==> src/rtl/ad9959_cmd_arb.sv <==
// rtl/ad9959_cmd_arb.sv - two-port command arbiter in front of an AD9959 DDS controller
`timescale 1ns/1ps

module ad9959_cmd_arb #(
  parameter logic [15:0] TIMEOUT   = 16'd50000,
  parameter int unsigned ACK_WIN   = 8,
  parameter bit          HOST_PRIO = 1'b0
) (
  input  logic        clk_i,
  input  logic        reset_n_i,
  // host port
  input  logic        h_req_i,
  input  logic [4:0]  h_cmd_i,
  input  logic [3:0]  h_sel_i,
  input  logic [31:0] h_data_i,
  output logic        h_ack_o,
  output logic        h_done_o,
  // sequencer port
  input  logic        s_req_i,
  input  logic [4:0]  s_cmd_i,
  input  logic [3:0]  s_sel_i,
  input  logic [31:0] s_data_i,
  output logic        s_ack_o,
  output logic        s_done_o,
  // DDS controller side
  output logic [4:0]  dds_cmd_o,
  output logic [3:0]  dds_sel_o,
  output logic [31:0] dds_data_o,
  output logic        dds_trig_o,
  input  logic        dds_ready_i,
  // status
  output logic        busy_o,
  output logic        timeout_o,
  input  logic        err_clr_i
);

  typedef enum logic [2:0] {
    IDLE    = 3'd0,
    ISSUE   = 3'd1,
    WAIT_LO = 3'd2,
    WAIT_HI = 3'd3,
    DONE    = 3'd4
  } state_t;

  localparam logic [16:0] ACK_LIM = 17'(ACK_WIN);
  localparam logic [16:0] TO_LIM  = {1'b0, TIMEOUT};

  state_t      state;
  logic [15:0] wait_cnt;
  logic        owner;      // 0 = host, 1 = sequencer
  logic        last_seq;   // last completed grant went to the sequencer

  logic        any_req;
  logic        pick_seq;
  logic [16:0] cnt_inc;
  logic [15:0] cnt_sat;
  logic        ack_hit;
  logic        to_hit;
  logic        to_set;

  assign any_req = h_req_i | s_req_i;
  assign cnt_inc = {1'b0, wait_cnt} + 17'd1;
  assign cnt_sat = (wait_cnt == 16'hFFFF) ? wait_cnt : wait_cnt + 16'd1;
  // a window of N cycles has elapsed when the cycle about to end is the Nth
  assign ack_hit = (cnt_inc >= ACK_LIM);
  assign to_hit  = (cnt_inc >= TO_LIM);
  assign to_set  = (state == WAIT_HI) && !dds_ready_i && to_hit;

  // winner selection: lone requester wins; ties go by priority mode
  always_comb begin
    pick_seq = 1'b0;
    if (h_req_i && s_req_i) begin
      pick_seq = HOST_PRIO ? 1'b0 : ~last_seq;
    end else begin
      pick_seq = s_req_i;
    end
  end

  // command FSM with registered handshake, strobe and status outputs
  always_ff @(posedge clk_i or negedge reset_n_i) begin
    if (!reset_n_i) begin
      state      <= IDLE;
      wait_cnt   <= 16'd0;
      owner      <= 1'b0;
      last_seq   <= 1'b1;
      h_ack_o    <= 1'b0;
      s_ack_o    <= 1'b0;
      h_done_o   <= 1'b0;
      s_done_o   <= 1'b0;
      dds_cmd_o  <= 5'd0;
      dds_sel_o  <= 4'd0;
      dds_data_o <= 32'd0;
      dds_trig_o <= 1'b0;
      busy_o     <= 1'b0;
      timeout_o  <= 1'b0;
    end else begin
      h_ack_o    <= 1'b0;
      s_ack_o    <= 1'b0;
      h_done_o   <= 1'b0;
      s_done_o   <= 1'b0;
      dds_trig_o <= 1'b0;

      // a timeout raised this cycle beats a simultaneous clear
      if (to_set) begin
        timeout_o <= 1'b1;
      end else if (err_clr_i) begin
        timeout_o <= 1'b0;
      end

      case (state)
        IDLE: begin
          if (dds_ready_i && any_req) begin
            owner      <= pick_seq;
            dds_cmd_o  <= pick_seq ? s_cmd_i  : h_cmd_i;
            dds_sel_o  <= pick_seq ? s_sel_i  : h_sel_i;
            dds_data_o <= pick_seq ? s_data_i : h_data_i;
            h_ack_o    <= ~pick_seq;
            s_ack_o    <= pick_seq;
            dds_trig_o <= 1'b1;
            busy_o     <= 1'b1;
            wait_cnt   <= 16'd0;
            state      <= ISSUE;
          end
        end
        ISSUE: begin
          wait_cnt <= 16'd0;
          state    <= WAIT_LO;
        end
        WAIT_LO: begin
          if (!dds_ready_i) begin
            wait_cnt <= 16'd0;
            state    <= WAIT_HI;
          end else if (ack_hit) begin
            // controller never acknowledged; treat the command as taken
            wait_cnt <= 16'd0;
            h_done_o <= ~owner;
            s_done_o <= owner;
            state    <= DONE;
          end else begin
            wait_cnt <= cnt_sat;
          end
        end
        WAIT_HI: begin
          if (dds_ready_i || to_hit) begin
            wait_cnt <= 16'd0;
            h_done_o <= ~owner;
            s_done_o <= owner;
            state    <= DONE;
          end else begin
            wait_cnt <= cnt_sat;
          end
        end
        DONE: begin
          last_seq <= owner;
          wait_cnt <= 16'd0;
          busy_o   <= 1'b0;
          state    <= IDLE;
        end
        default: begin
          wait_cnt <= 16'd0;
          busy_o   <= 1'b0;
          state    <= IDLE;
        end
      endcase
    end
  end

endmodule

==> config.mk <==
export PLATFORM = sky130hd
export DESIGN_NAME = ad9959_cmd_arb
export DESIGN_NICKNAME = d
export VERILOG_FILES = /design/src/rtl/ad9959_cmd_arb.sv
export SDC_FILE = /design/constraint.sdc
export NUM_CORES = 1
export LEC_CHECK = 0
export ABC_AREA = 1
export CAP_MARGIN = 20
export CORE_MARGIN = 5
export CORE_UTILIZATION = 48
export CTS_CLUSTER_DIAMETER = 120
export DETAILED_ROUTE_END_ITERATION = 10
export PLACE_DENSITY = 0.87
export SLEW_MARGIN = 20
export SYNTH_ARGS = -nofsm -noshare
export SYNTH_HDL_FRONTEND = slang
export SYNTH_SLANG_ARGS = --single-unit
export TNS_END_PERCENT = 100
==> constraint.sdc <==
create_clock -name clk_i -period 3.6 [get_ports clk_i]
set_input_delay 0.54 -clock clk_i [delete_from_list [all_inputs] [get_ports clk_i]]
set_output_delay 0.54 -clock clk_i [all_outputs]
set_load 0.01 [all_outputs]
==> results.txt <==
outcome = completed
compound-cell area share of the yosys netlist = 0.02470
maximum number of pins on one net before global-route repair = 45
slowest cell on the critical path = sky130_fd_sc_hd__dfrtp_1
number of buffers inserted by post-CTS setup repair = 0
per-cell via count in the routed design = 5.127
Residual DRC = 0
hold_buf cts = 0
CTS H-Tree Depth = 3
warning count from the yosys run = 0
met1 Resource Use GR = 0.3093
share of the cycle needed by the critical path after routing = 0.6792
path category of the worst min-delay check = primary input to async pin
final-report hold violation count = 0
count of unique library cells instantiated by Yosys = 30
via count = 3794
net count reported at finish = 726
main combinational cell family by area after synthesis = simple AND/OR/NAND/NOR gates
count of inserted antenna diode cells = 0
placed wire-length estimate = 8279 microns
area of the die = 9323 sq um
Critical Path Source Type = flip-flop
via count of the first global-routing pass = 4041
routed len/inst = 15.13 microns
count of maximum capacitance violations = 0
Fmax = 409.0 MHz
sum of overflow across all layers after global routing = 0
cell count after synthesis = 501
Worst VDD drop = 0.3692 mV
antenna violations before repair = 0
antenna-violating nets left = 0
sequential share of the synthesized area = 0.4805
die height = 96.56 microns
post-route minimum period = 2.445 ns
adder-cell share of the synthesized area = 0.006959
Post-Synth XOR/XNOR Area = 0.007307
data arrival time of the critical path = 2.68 ns
drt total wl = 11200 microns
reg-to-reg startpoint = wait_cnt[1]
R2R cell count = 13
synthesized cell area = 3596 sq um
clock transition at the registers of the reported paths = 0.07 ns
total nets after synthesis = 591
Crit Reg-Reg Endpoint = wait_cnt[0]
insertion delay to the later sink of the worst-skew pair = 0.34 ns
final slew viol count = 0
Req. time, crit path = 3.83 ns
most heavily used metal layer in global routing = met2
# clock sinks = 69
start-to-end type of the worst setup path = flip-flop to flip-flop
Mapped Avg Cell Area = 7.178 sq um
M3 GR Usage = 0.09295
transition time at the pin with the least slew margin = 0.7301 ns
number of instances resized during post-cts repair = 0
Pwr per Cell Area = 630.5 nW/um^2
TritonCTS clock tree = built
setup repair after global routing missed its margin = no
clock buffer count from CTS = 9
sum of negative setup slack = 0 ns
root buffer cell = sky130_fd_sc_hd__clkbuf_8
reported leakage power = 2.546 nW
leading cell types in the layout, fill and taps excluded = sky130_fd_sc_hd__nand2_1, sky130_fd_sc_hd__clkdlybuf4s50_1, sky130_fd_sc_hd__dfrtp_1
relative slew slack = 0.5125
slowest cell delay on critical path = 0.49 ns
iteration count of the initial detailed-routing pass = 4
Die W = 96.56 microns
largest clock skew in the final design = 0.008435 ns
count of pins on the block boundary = 136
synthesized-area fraction occupied by and/or/nand/nor cells = 0.4231
wire length of the first global-routing pass = 18610 microns
r2r setup slk = 1.15 ns
cell chain of the critical path = ha_1 > nand3_1 > inv_2 > nand2_2 > inv_2 > nand2_2 > and2_1 > nand3_1 > nand2_1 > nand3_2 > nand2_4 > nand2_1 > nand2_1
core area = 7292 sq um
number of filler instances in the final layout = 544
CP endpoint kind = flip-flop
most common cell after layout, fill and taps aside = sky130_fd_sc_hd__nand2_1
global router's overall resource usage = 0.2595
num rows = 31
Clock Path Buffers = 2
post-synthesis mux area share = 0.003132
global routing met2 resource utilization = 0.4270
layout cells sized above 1 = 0.06708
DRC violation total after the first TritonRoute iteration = 258
critical-path maximum fanout = 18
Port-buffer cells = 135
Setup Viol. Count Final = 0
minimum hold slack = 0.2011 ns
Synth-to-Final Area Change = 47.22%
initial standard-cell utilization of the core = 0.4931
FF+latch count, synth = 69
Top cell by count, worst path = sky130_fd_sc_hd__nand2_1
placer congestion estimate = 0.9320
-- worst max-delay path by stage --
stage,endpoint,startpoint,slack [ns]
2_1_floorplan,wait_cnt[11],wait_cnt[0],1.66
3_3_place_gp,dds_data_o[4],dds_ready_i,1.10
3_5_place_dp,dds_data_o[29],dds_ready_i,1.0
4_1_cts,wait_cnt[0],wait_cnt[1],1.20
5_1_grt,wait_cnt[7],wait_cnt[1],0.94
6_report,wait_cnt[0],wait_cnt[1],1.15
-- kinds of logic (layout without fill, tap and decap cells) --
kind of cell	Yosys count	after routing
XOR/XNOR	3	3
buffers and inverters	50	190
flip-flops	69	69
multiplexers	1	1
AND/OR/NAND/NOR	360	360
adder cells (fa/ha/maj)	2	2
AO/OA/AOI/OAI	16	16
-- cells in the mapped netlist (all sizes together) --
| master | n | area share |
|---|---|---|
| o22ai | 1 | 0.0017 |
| nor3 | 4 | 0.0084 |
| nand3b | 1 | 0.0021 |
| nor2 | 38 | 0.047 |
| a31oi | 1 | 0.0017 |
| inv | 34 | 0.035 |
| clkbuf | 14 | 0.015 |
| nand3 | 61 | 0.088 |
| clkinv | 1 | 0.0010 |
| nand4 | 6 | 0.010 |
| ha | 2 | 0.0070 |
| dfrtp | 68 | 0.47 |
| o311ai | 1 | 0.0024 |
| buf | 1 | 0.0031 |
| o21bai | 1 | 0.0021 |
| a21oi | 3 | 0.0042 |
| o21ai | 9 | 0.013 |
| dfstp | 1 | 0.0073 |
| xor2 | 3 | 0.0073 |
| mux2 | 1 | 0.0031 |
| nand2 | 249 | 0.27 |
| and2 | 1 | 0.0017 |
-- metal layers --
metal | part of all wire | up-vias | wire [microns]
met5 | 0 | - | 0
met4 | 0.032 | 0 | 359
met3 | 0.091 | 32 | 1020
met2 | 0.50 | 158 | 5643
met1 | 0.37 | 1767 | 4176
li1 | - | 1837 | -
-- through the flow --
| step | worst slack (ns) | power [W] | util | cell area, sq um | std cells |
|---|---|---|---|---|---|
| floorplan | 1.659 | 0.001783 | - | 3596 | 501 |
| global placement | 1.102 | 0.002475 | 0.6905 | 5035 | 724 |
| detailed placement | 0.9980 | 0.002523 | 0.6905 | 5035 | 724 |
| CTS | 1.204 | 0.003361 | 0.7260 | 5294 | 740 |
| global route | 0.9391 | 0.003537 | 0.7260 | 5294 | 740 |
| finish | 1.155 | 0.003338 | 0.7260 | 5294 | 740 |
-- where the power goes --
group	internal [W]	total [W]	switching [W]
sequential	0.00104	0.00122	0.000174
clock	0.000518	0.000809	0.000291
combinational	0.000669	0.00131	0.000643
total	0.00223	0.00334	0.00111
-- area by class of cell --
| type | count | area [sq um] | share of cell area |
|---|---|---|---|
| clock buffer | 13 | 168.9 | 0.03191 |
| clock inverter | 3 | 90.09 | 0.01702 |
| inverter | 35 | 131.4 | 0.02482 |
| multi-input combinational | 382 | 1675 | 0.3165 |
| sequential | 69 | 1728 | 0.3264 |
| tap | 99 | 123.9 | 0.02340 |
| timing repair buffer | 139 | 1376 | 0.2600 |
-- critical path: cells and delay by family (launching register included) --
family	cells	cell delay [ns]
fa+ha+maj	1	0.28
buf+inv	2	0.20
flops	1	0.49
simple gates	10	1.36
-- sequential cells by signal (all words and copies together), names as in the netlist --
name / count
wait_cnt: 16
owner: 1
state: 3
last_seq: 1
busy_o: 1
timeout_o: 1
h_ack_o: 1
s_done_o: 1
dds_trig_o: 1
dds_data_o: 32
dds_cmd_o: 5
s_ack_o: 1
dds_sel_o: 4
h_done_o: 1
Note: power is estimated with default switching activity, not from simulation.
